[src/rtl/rvfi_retire_serializer.sv]
// rvfi_retire_serializer: gathers per-cycle retirements from NRET RVFI
// channels into a circular FIFO and replays them one record per cycle, in
// channel order, on a single ready/valid stream. Flags dropped retire groups
// (overflow) and discontinuities in rvfi_order at the output (order_err).
module rvfi_retire_serializer #(
  parameter int unsigned NRET  = 2,
  parameter int unsigned XLEN  = 32,
  parameter int unsigned ILEN  = 32,
  parameter int unsigned ORDW  = 8,
  parameter int unsigned DEPTH = 8
) (
  input  logic                      clk,
  input  logic                      resetn,
  input  logic [NRET-1:0]           rvfi_valid,
  input  logic [NRET*ORDW-1:0]      rvfi_order,
  input  logic [NRET*ILEN-1:0]      rvfi_insn,
  input  logic [NRET*XLEN-1:0]      rvfi_pc_rdata,
  input  logic [NRET*XLEN-1:0]      rvfi_pc_wdata,
  input  logic [NRET-1:0]           rvfi_trap,
  input  logic [NRET-1:0]           rvfi_halt,
  input  logic [NRET-1:0]           rvfi_intr,
  output logic                      out_valid,
  input  logic                      out_ready,
  output logic [ORDW-1:0]           out_order,
  output logic [ILEN-1:0]           out_insn,
  output logic [XLEN-1:0]           out_pc_rdata,
  output logic [XLEN-1:0]           out_pc_wdata,
  output logic                      out_trap,
  output logic                      out_halt,
  output logic                      out_intr,
  output logic [$clog2(DEPTH):0]    level,
  output logic                      overflow,
  output logic                      order_err
);

  localparam int unsigned AW = $clog2(DEPTH);
  localparam int unsigned LW = AW + 1;
  localparam int unsigned RW = ORDW + ILEN + 2 * XLEN + 3;

  typedef logic [LW:0]   cnt_t;
  typedef logic [RW-1:0] rec_t;

  rec_t            r_mem [DEPTH];
  logic [AW-1:0]   r_wr_ptr;
  logic [AW-1:0]   r_rd_ptr;
  logic [LW-1:0]   r_level;
  logic            r_overflow;
  logic            r_order_err;
  logic [ORDW-1:0] r_expect;
  logic            r_expect_valid;

  cnt_t            w_k;
  cnt_t            w_free;
  cnt_t            w_level_nxt;
  logic [AW-1:0]   w_off [NRET];
  logic            w_pop;
  logic            w_push;
  logic            w_drop;
  rec_t            w_head;

  // Count retiring channels and give each valid channel its compacted slot offset.
  always_comb begin
    w_k = '0;
    for (int unsigned c = 0; c < NRET; c++) begin
      w_off[c] = w_k[AW-1:0];
      if (rvfi_valid[c]) w_k = w_k + cnt_t'(1);
    end
  end

  // Space check: a same-cycle pop frees its slot before the group is admitted.
  always_comb begin
    w_pop       = out_valid && out_ready;
    w_free      = cnt_t'(DEPTH) - cnt_t'(r_level) + cnt_t'(w_pop);
    w_push      = resetn && (w_k != '0) && (w_k <= w_free);
    w_drop      = resetn && (w_k > w_free);
    w_level_nxt = cnt_t'(r_level) + (w_push ? w_k : '0) - cnt_t'(w_pop);
  end

  // Storage writes; no reset needed since level gates visibility.
  always_ff @(posedge clk) begin
    if (w_push) begin
      for (int unsigned c = 0; c < NRET; c++) begin
        if (rvfi_valid[c]) begin
          r_mem[r_wr_ptr + w_off[c]] <= {rvfi_order[c*ORDW +: ORDW],
                                         rvfi_insn[c*ILEN +: ILEN],
                                         rvfi_pc_rdata[c*XLEN +: XLEN],
                                         rvfi_pc_wdata[c*XLEN +: XLEN],
                                         rvfi_trap[c], rvfi_halt[c], rvfi_intr[c]};
        end
      end
    end
  end

  // Pointers, occupancy and sticky overflow.
  always_ff @(posedge clk) begin
    if (!resetn) begin
      r_wr_ptr   <= '0;
      r_rd_ptr   <= '0;
      r_level    <= '0;
      r_overflow <= 1'b0;
    end else begin
      if (w_push) r_wr_ptr <= r_wr_ptr + w_k[AW-1:0];
      if (w_pop)  r_rd_ptr <= r_rd_ptr + 1'b1;
      if (w_drop) r_overflow <= 1'b1;
      r_level <= w_level_nxt[LW-1:0];
    end
  end

  // Order continuity checker on the output stream; first pop after reset only seeds it.
  always_ff @(posedge clk) begin
    if (!resetn) begin
      r_expect       <= '0;
      r_expect_valid <= 1'b0;
      r_order_err    <= 1'b0;
    end else if (w_pop) begin
      if (r_expect_valid && (out_order != r_expect)) r_order_err <= 1'b1;
      r_expect       <= out_order + 1'b1;
      r_expect_valid <= 1'b1;
    end
  end

  // Head of FIFO drives the output record directly.
  always_comb begin
    w_head       = r_mem[r_rd_ptr];
    out_valid    = (r_level != '0);
    {out_order, out_insn, out_pc_rdata, out_pc_wdata,
     out_trap, out_halt, out_intr} = w_head;
    level        = r_level;
    overflow     = r_overflow;
    order_err    = r_order_err;
  end

endmodule
[config.mk]
export PLATFORM = sky130hd
export DESIGN_NAME = rvfi_retire_serializer
export DESIGN_NICKNAME = d
export VERILOG_FILES = /design/src/rtl/rvfi_retire_serializer.sv
export SDC_FILE = /design/constraint.sdc
export NUM_CORES = 1
export LEC_CHECK = 0
export CORE_MARGIN = 10
export CORE_UTILIZATION = 59
export DETAILED_ROUTE_END_ITERATION = 10
export GPL_ROUTABILITY_DRIVEN = 0
export MAX_ROUTING_LAYER = met4
export PLACE_DENSITY = 0.84
export REMOVE_ABC_BUFFERS = 1
export SYNTH_ARGS = -nofsm -noshare
export SYNTH_HDL_FRONTEND = slang
export SYNTH_SLANG_ARGS = --single-unit
[constraint.sdc]
create_clock -name clk -period 20.4 [get_ports clk]
set_clock_uncertainty 0.15 [all_clocks]
set_input_delay 4.08 -clock clk [delete_from_list [all_inputs] [get_ports clk]]
set_output_delay 4.08 -clock clk [all_outputs]
set_load 0.02 [all_outputs]
==> flow_summary_export.csv, run 1 <==
group,metric,value,unit
pwr,vdd_ir_drop_max,0.0664,mV
hold_path,hold_path_class,"flip-flop to flip-flop",
sta,setup_violations,0,
clock_tree,cts_buffers,92,
routing,drt-total-wl,113000,um
finish,final_area,0.0511,mm2
global_route,gr-total-overflow,0,
sta,finalSetupTns,0,ps
yosys,synth-seq-cells,880,
setup_path,slowest_delay,1050,ps
placed_design,place_area,0.0481,mm2
routing,detail-route-antenna-nets,0,
global_route,grt_max_degree,72,
clock_tree,cts-root-buf,"clkbuf_16",
clock_tree,cts_tree,"done",
hold_path,hold_path_depth,2,
setup_path,cp.arrival,5160,ps
setup_path,cp-end-kind,"primary output",
setup_path,reg2reg_slack,13880,ps
yosys,syn_inst,2415,
setup_path,cpMostUsedCell,"buf_4",
global_route,grt_pass1_vias,26100,
finish,layout_common_cells,"mux2_2, edfxtp_1, clkdlybuf4s50_1",
global_route,grt_pass1_wl,169000,um
sta,period_needed,9390,ps
yosys,synthesis.area,0.0439,mm2
finish,nNetsFinal,2966,
placed_design,io_buffer_count,332,
setup_path,required,16170,ps
floorplan,initial_core_util,0.599,
clock_tree,hold_buffers,0,
routing,drtIter0Drc,2327,
pwr,power_density,108,mW/mm2
setup_path,crit_type,"flip-flop to primary output",
clock_tree,cts_setup_buffers,0,
clock_tree,ctsResizeCount,0,
outcome,outcome,"completed",
floorplan,die_width,293,um
finish,fillers,4563,
yosys,synth-edff-count,856,
floorplan,ios,333,
placed_design,dp.cells,3592,
routing,num_vias,24700,
yosys,syn_area_per_cell,18.2,um2
routing,firstDrtPassIters,5,
floorplan,fp.dieH,293,um
setup_path,r2r_end,"r_mem[5][29]$_DFFE_PP_",
floorplan,rows,99,
yosys,yosysTopAreaCell,"edfxtp_1",
clock_tree,htreeDepth,3,
yosys,synth-seq-area-share,0.597,
finish,drive_above_1_share,0.485,
clock_tree,cts.sinks,880,
setup_path,crit_fanout,49,
hold_path,hold_start,"order_err$_SDFFE_PN0P_",
pwr,p_leak,16.6,nW
sta,finalMaxSlewViolations,0,
hold_path,hold_path_end,"order_err$_SDFFE_PN0P_",
finish,register_area,0.0262,mm2
finish,fin_util,0.697,
finish,multi_input_area,0.0170,mm2
setup_path,cp_cell_sequence,"buf_4 > buf_4 > mux4_2 > mux2_2 > clkdlybuf4s50_1",
routing,routedWlPerCell,29.9,um
setup_path,r2r-start,"level[2]$_SDFF_PN0_",
placed_design,dp.final_hpwl,65600,um
yosys,synth_ff_type,"edfxtp_1",
setup_path,reg2regPathDepth,16,
floorplan,die-area,0.0857,mm2
clock_tree,cts.clk_slew.worst_paths,50,ps
yosys,synth_area_leaders,"edfxtp_1, mux2_2, mux4_2",
sta,fmaxAchievable,106,MHz
finish,stdcell_count,3787,
job,maxCapViolCount,0,
yosys,synthArstFlopShare,0,
global_route,antenna_found_initial,34,
finish,syn_to_final_growth,16.5,%
setup_path,slowest_stage,"dfxtp_4",
sta,rsz0062_at_grt,"no",
global_route,grtUsageTotal,0.269,
yosys,synth_top_area_share,0.586,
routing,vias_per_cell,6.51,
floorplan,core,0.0733,mm2
setup_path,start_kind,"flip-flop",
yosys,synth_cell_types,54,
clock_tree,max-clock-path-buffers,3,
clock_tree,insertion_delay,640,ps
sta,worst_hold_slack,314,ps
sta,post-route-period-util,0.460,
sta,hold_violations,0,
finish,final_common_cell,"mux2_2",
sta,relSlewSlack,0.215,
sta,tightest_slew,1180,ps
yosys,synth_warnings,0,
routing,drc_errors,0,
==> per-stage QoR <==
stage                     total power [mW]  worst slack (ps)
final                                 5.51             11010
after global routing                  5.72             10570
after CTS                             5.55             10830
after detailed placement              3.91             10530
after global placement                3.88             10530
after floorplan                       3.55               681
==> cell type report <==
class                      count  area share
clock inverter                43     0.00918
timing repair buffer         376      0.0715
antenna                       37     0.00181
tap                          959      0.0235
multi-input combinational   1354       0.332
sequential                   880       0.513
inverter                      23     0.00169
clock buffer                 115      0.0476
==> per-layer routing <==
layer  GRT usage  wire length (um)  share of wire  vias up
met3      0.0614              9220          0.082      149
met1       0.338             45100           0.40    13000
met5           -                 0              0        -
met4      0.0912              2660          0.023        0
li1            -                 -              -    10500
met2       0.429             56100           0.50     1000
==> worst max-delay path by stage <==
stage	slack, ps	startpoint	to	cells past startpoint
global route	10570	flip-flop	out_pc_rdata[1]	5
finish	11010	flip-flop	out_pc_wdata[5]	5
floorplan	680	out_ready	r_mem[4][0]$_DFFE_PP_	12
CTS	10830	flip-flop	out_pc_rdata[1]	5
global placement	10530	out_ready	r_mem[5][23]$_DFFE_PP_	14
detailed placement	10530	out_ready	r_mem[5][23]$_DFFE_PP_	14
==> sequential cells by signal (all words and copies together), names as in the netlist, named ones only <==
name,count
r_wr_ptr,3
order_err,1
overflow,1
r_rd_ptr,3
level,4
r_expect_valid,1
r_expect,8
r_mem,856
==> cell families (layout without fill, tap and decap cells) <==
kind of cell	count (synthesis)	after routing	share of synthesized area
compound gates	48	48	0.00798
simple gates	91	91	0.0115
buf+inv	181	557	0.0191
fa+ha+maj	20	20	0.00604
xor+xnor	12	12	0.00239
mux	1183	1183	0.356
other cells	0	37	0
flops	880	880	0.597
==> Yosys cell counts (all sizes together), types with 2 or more instances <==
library cell  number
and2              10
ha                18
o211a              3
o21ai              9
mux4             202
nand2b             2
or3                5
mux2             962
nor3               7
nor2b              4
mux2i             19
nor3b              2
fa                 2
o21a               3
nand4b             3
and3               2
xor2               5
dfxtp             24
buf              102
xnor2              7
nand2             28
nor2               9
inv               23
a31o               3
nand3              9
a22o               5
or2                2
a22oi              4
a21boi             5
clkbuf            56
o22ai              3
edfxtp           856
nor4               2
o41ai              4
a21oi              4
==> critical path, delay by kind of cell, from the launching register on <==
family	cells	cell delay [ps]
flops	1	1050
mux	2	950
buf+inv	3	2380
==> power by group <==
group,internal [mW],switching (mW)
registers,2.18,0.0787
logic,0.802,0.816
clock network,0.955,0.685
(Power assumes the default switching activity.)
==> inputs of run 2 (changes only) <==
Settings changed: CORE_UTILIZATION 59 to 53, PLACE_DENSITY 0.84 to 0.8.
Clock period 20.4 ns to 8.61 ns, I/O delays scaled along.
==> run 2 against run 1 <==
  * Sequential power grew 140%
  * Register-to-register slack lost 11000 ps
  * Sequential share of layout area shrank 0.32 points
  * Clock power grew 140%
  * Power grew 140%
  * Routed wire length grew 0.53%
  * Flip-flop and latch count is the same
  * Via count shrank 0.77%
  * Worst hold slack lost 0.95 ps
  * First-iteration DRC count shrank 1.5%
  * Cell area grew 0.62%
  * Combinational power grew 140%
  * Highest routed layer unchanged
==> flow_summary_export.csv, run 2 (synthesized netlist as in run 1, its figures left out) <==
group,metric,value,unit
sta,period_needed,6130,ps
setup_path,reg2regPathDepth,16,
routing,drc_errors,0,
clock_tree,cts_tree,"done",
global_route,grt_pass1_vias,26700,
pwr,pwr-share-comb,0.293,
sta,finalSetupTns,0,ps
routing,detail-route-antenna-nets,0,
finish,final_area,0.0514,mm2
sta,worst_hold_slack,313,ps
clock_tree,insertion_delay,640,ps
floorplan,rows,105,
global_route,grt_max_degree,108,
routing,routedWlPerCell,29.2,um
clock_tree,cts_buffers,95,
clock_tree,hold_buffers,0,
placed_design,io_buffer_count,332,
setup_path,required,8710,ps
global_route,antenna_found_initial,22,
setup_path,start_kind,"primary input",
sta,post-route-period-util,0.712,
pwr,vdd_ir_drop_max,0.178,mV
finish,nNetsFinal,2963,
floorplan,core,0.0821,mm2
hold_path,hold_start,"order_err$_SDFFE_PN0P_",
pwr,switching_share,0.288,
routing,firstDrtPassIters,5,
finish,layout_common_cells,"mux2_2, edfxtp_1, clkdlybuf4s50_1",
floorplan,fp.dieH,308,um
sta,fmaxAchievable,163,MHz
outcome,outcome,"completed",
pwr,power_switching,3.78,mW
sta,finalMaxSlewViolations,0,
setup_path,crit_type,"primary input to flip-flop",
placed_design,preCtsSetupSlack,1810,ps
setup_path,crit_fanout,56,
clock_tree,cts-root-buf,"clkbuf_16",
floorplan,initial_core_util,0.535,
sta,rsz0062_at_grt,"no",
sta,hold_violations,0,
finish,fin_util,0.626,
pwr,p_int,9.35,mW
sta,setup_ws,2480,ps
clock_tree,htreeDepth,3,
routing,drtIter0Drc,2292,
finish,largest_register_ffs,856,
sta,setup_violations,0,
finish,fillers,5638,
clock_tree,cts_setup_buffers,0,
pwr,clkPwrFrac,0.300,
finish,final_common_cell,"mux2_2",
pwr,power_density,255,mW/mm2
setup_path,cp-end-kind,"flip-flop",
floorplan,ios,333,
sta,relSlewSlack,0.179,
hold_path,hold_path_depth,2,
setup_path,cp.arrival,6230,ps
hold_path,hold_path_class,"flip-flop to flip-flop",
sta,tightest_slew,1230,ps
floorplan,die_width,308,um
global_route,gr-total-overflow,0,
routing,vias_per_cell,6.28,
setup_path,r2r_end,"r_mem[2][55]$_DFFE_PP_",
setup_path,r2r-start,"level[2]$_SDFF_PN0_",
finish,multi_input_area,0.0170,mm2
clock_tree,cts.sinks,880,
placed_design,dp.final_hpwl,64300,um
pwr,p_seq_frac,0.407,
floorplan,die-area,0.0947,mm2
global_route,grt_pass1_wl,171000,um
finish,drive_above_1_share,0.485,
setup_path,reg2reg_slack,2900,ps
clock_tree,max-clock-path-buffers,3,
routing,num_vias,24500,
finish,syn_to_final_growth,17.2,%
global_route,grtUsageTotal,0.246,
routing,drt-total-wl,114000,um
placed_design,place_area,0.0484,mm2
job,maxCapViolCount,0,
clock_tree,cts.clk_slew.worst_paths,60,ps
clock_tree,ctsResizeCount,0,
pwr,p_leak,16.6,nW
finish,register_area,0.0262,mm2
hold_path,hold_path_end,"order_err$_SDFFE_PN0P_",
==> run 2: worst max-delay path, cell delays in order <==
cell	delay, ps
clkdlybuf4s50_1	410
nand2_1	240
ha_1	240
inv_1	60
ha_1	280
inv_1	50
ha_1	290
nor2b_1	130
o221ai_1	220
o211a_1	440
nand2_1	230
o41ai_2	340
buf_4	610
buf_4	860
==> run 2: layer usage <==
layer,global-route usage,part of all wire,vias up
met5,-,0,-
met4,0.0627,0.017,0
met3,0.0470,0.070,143
met2,0.395,0.50,928
met1,0.322,0.42,12900
li1,-,-,10500
==> run 2: final cells by class <==
class / instances / area share
Tap cell: 1070 / 0.0260
Sequential cell: 880 / 0.509
Antenna cell: 26 / 0.00127
Clock inverter: 56 / 0.00956
Clock buffer: 115 / 0.0481
Timing Repair Buffer: 370 / 0.0738
Inverter: 23 / 0.00168
Multi-Input combinational cell: 1354 / 0.330
==> run 2: worst max-delay path by stage <==
stage | cells after the start | startpoint | end | slack (ps)
2_1_floorplan | 12 | out_ready | r_mem[4][0]$_DFFE_PP_ | -8750
3_3_place_gp | 14 | out_ready | r_mem[2][26]$_DFFE_PP_ | 1860
3_5_place_dp | 14 | out_ready | r_mem[2][33]$_DFFE_PP_ | 1810
4_1_cts | 5 | flip-flop | out_order[2] | 2460
5_1_grt | 14 | out_ready | r_mem[2][55]$_DFFE_PP_ | 2230
6_report | 14 | out_ready | r_mem[2][55]$_DFFE_PP_ | 2480
==> run 2: power by group through the flow <==
stage                     Sequential (mW)  Combinational [mW]  Clock (mW)
after global placement               5.40                3.82           0
after CTS                            5.34                3.90        3.99
after global routing                 5.37                4.08        4.15
after detailed placement             5.43                3.87           0
after floorplan                      5.72                2.69           0
final                                5.34                3.85        3.94
==> run 2: stage by stage <==
step | std cells | total power [mW]
finish | 3894 | 13.1
global route | 3890 | 13.6
CTS | 3868 | 13.2
detailed placement | 3697 | 9.30
global placement | 3697 | 9.22
floorplan | 2257 | 8.41
==> inputs of run 3 (changes only) <==
Clock period 8.61 ns to 5.4 ns, I/O delays scaled along.
==> run 3 against run 2 <==
  * Power rose by 59%
  * Core utilization up 0.98 points
  * Die area unchanged
  * Cell area rose by 1.6%
  * Worst hold slack improved by 2.0 ps
  * Routed wire length up 2.7%
  * Largest power group unchanged
  * Sequential power is 58% higher
  * Critical endpoint is now out_order[0]
  * First-iteration DRC count is 5.1% lower
  * Register-to-register slack worse by 2200 ps
  * Global-route usage increased by 0.46 points
==> flow_summary_export.csv, run 3 (synthesized netlist as in run 1, its figures left out) <==
group,metric,value,unit
routing,vias_per_cell,6.26,
pwr,clkPwrFrac,0.292,
finish,multi_input_area,0.0170,mm2
global_route,grt_max_degree,81,
finish,syn_to_final_growth,19.0,%
clock_tree,cts_setup_buffers,0,
finish,stdcell_count,3956,
finish,drive_above_1_share,0.490,
clock_tree,cts-root-buf,"clkbuf_16",
clock_tree,insertion_delay,640,ps
global_route,grt_pass1_vias,26400,
pwr,power_density,401,mW/mm2
sta,finalSetupTns,0,ps
clock_tree,hold_buffers,0,
routing,detail-route-antenna-nets,0,
job,maxCapViolCount,0,
setup_path,slowest_stage,"dfxtp_4",
floorplan,rows,105,
clock_tree,htreeDepth,3,
clock_tree,cts.clk_slew.worst_paths,60,ps
setup_path,critical_path.top_delay_family,"buffers and inverters",
routing,routedWlPerCell,29.5,um
setup_path,cp_cell_sequence,"buf_4 > nor2b_1 > a22o_1 > or2_2 > inv_1 > clkdlybuf4s50_1",
pwr,total_power,20.9,mW
sta,finalMaxSlewViolations,0,
routing,drt-total-wl,117000,um
placed_design,dp.cells,3749,
finish,nNetsFinal,3012,
setup_path,crit_type,"flip-flop to primary output",
pwr,p_leak,17.0,nW
pwr,switching_share,0.286,
clock_tree,cts.sinks,880,
pwr,pwr-share-comb,0.306,
routing,firstDrtPassIters,5,
placed_design,dp.final_hpwl,69700,um
clock_tree,max-clock-path-buffers,3,
global_route,grtUsageTotal,0.251,
sta,post-route-period-util,0.875,
finish,fillers,5562,
floorplan,fp.dieH,308,um
finish,register_area,0.0262,mm2
setup_path,slowest_delay,950,ps
floorplan,die-area,0.0947,mm2
pwr,p_int,14.9,mW
routing,wl_met1,47500,um
sta,hold_violations,0,
hold_path,hold_start,"order_err$_SDFFE_PN0P_",
finish,final_common_cell,"mux2_2",
global_route,gr-total-overflow,0,
sta,tightest_slew,915,ps
setup_path,cp_num_buf_inv,3,
clock_tree,cts_tree,"done",
hold_path,hold_path_class,"flip-flop to flip-flop",
routing,route.met2.wl,58300,um
finish,largest_register_ffs,856,
sta,fmaxAchievable,212,MHz
sta,period_needed,4730,ps
routing,drc_errors,0,
floorplan,die_width,308,um
routing,num_vias,24800,
routing,highest_layer,"met4",
setup_path,required,4170,ps
routing,wl_met3,8870,um
routing,drtIter0Drc,2174,
sta,rsz0062_at_grt,"no",
setup_path,r2r-start,"level[2]$_SDFF_PN0_",
pwr,vdd_ir_drop_max,0.277,mV
finish,layout_common_cells,"mux2_2, edfxtp_1, clkdlybuf4s50_1",
outcome,outcome,"completed",
floorplan,core,0.0821,mm2
global_route,grt_pass1_wl,173000,um
setup_path,crit_fanout,44,
sta,setup_violations,0,
setup_path,cp.arrival,3500,ps
clock_tree,cts_buffers,92,
floorplan,initial_core_util,0.535,
global_route,antenna_found_initial,41,
clock_tree,ctsResizeCount,0,
floorplan,ios,333,
setup_path,start_kind,"flip-flop",
pwr,p_seq_frac,0.402,
setup_path,cp-end-kind,"primary output",
sta,relSlewSlack,0.390,
placed_design,io_buffer_count,332,
pwr,power_switching,6.00,mW
## run 3: final timing paths
check | cells after the start | endpoint | slack (ps)
worst max-delay path | 6 | out_order[0] | 670
worst min-delay path | 2 | order_err$_SDFFE_PN0P_ | 320
worst max register to register | 17 | r_mem[6][64]$_DFFE_PP_ | 740
worst min register to register | 2 | order_err$_SDFFE_PN0P_ | 320
## run 3: layout make-up
cell class	count	share of cell area
multi-input combinational	1354	0.325
inverter	23	0.00165
antenna	42	0.00201
clock buffer	119	0.0472
sequential	880	0.501
clock inverter	46	0.00742
tap	1070	0.0256
timing repair buffer	422	0.0895
## run 3: worst reg2reg max path: stages, from the launching register on
cell and delay [ps]:
dfxtp_1 320, inv_1 120, ha_1 160, or3b_2 450
nand2_1 120, ha_1 200, inv_1 60, ha_1 270
inv_1 50, ha_1 290, nor2b_1 130, o221ai_1 210
o211a_1 450, nand2_2 170, nor4_4 160, buf_4 200
buf_12 280, mux2_2 620
## run 3: per-layer routing
| metal | vias to the layer above | global-route usage |
|---|---|---|
| met2 | 934 | 0.403 |
| li1 | 10700 | - |
| met5 | - | - |
| met4 | 0 | 0.0657 |
| met3 | 137 | 0.0536 |
| met1 | 13000 | 0.323 |
## run 3: metrics by stage
| stage | setup slack [ps] | util | cell area [um2] | hold slack, ps |
|---|---|---|---|---|
| final | 672 | 0.636 | 52200 | 315 |
| after global placement | 394 | 0.600 | 49300 | 292 |
| after CTS | 687 | 0.635 | 52100 | 317 |
| after floorplan | -11450 | - | 43100 | 292 |
| after detailed placement | 351 | 0.600 | 49300 | 304 |
| after global routing | 492 | 0.636 | 52200 | 335 |
## run 3: power groups by stage
stage	logic [mW]	registers [mW]	clock network (mW)
2_1_floorplan	3.90	9.05	0
3_3_place_gp	6.34	8.52	0
3_5_place_dp	6.43	8.57	0
6_report	6.40	8.43	6.11
5_1_grt	6.79	8.47	6.45
4_1_cts	6.47	8.43	6.19
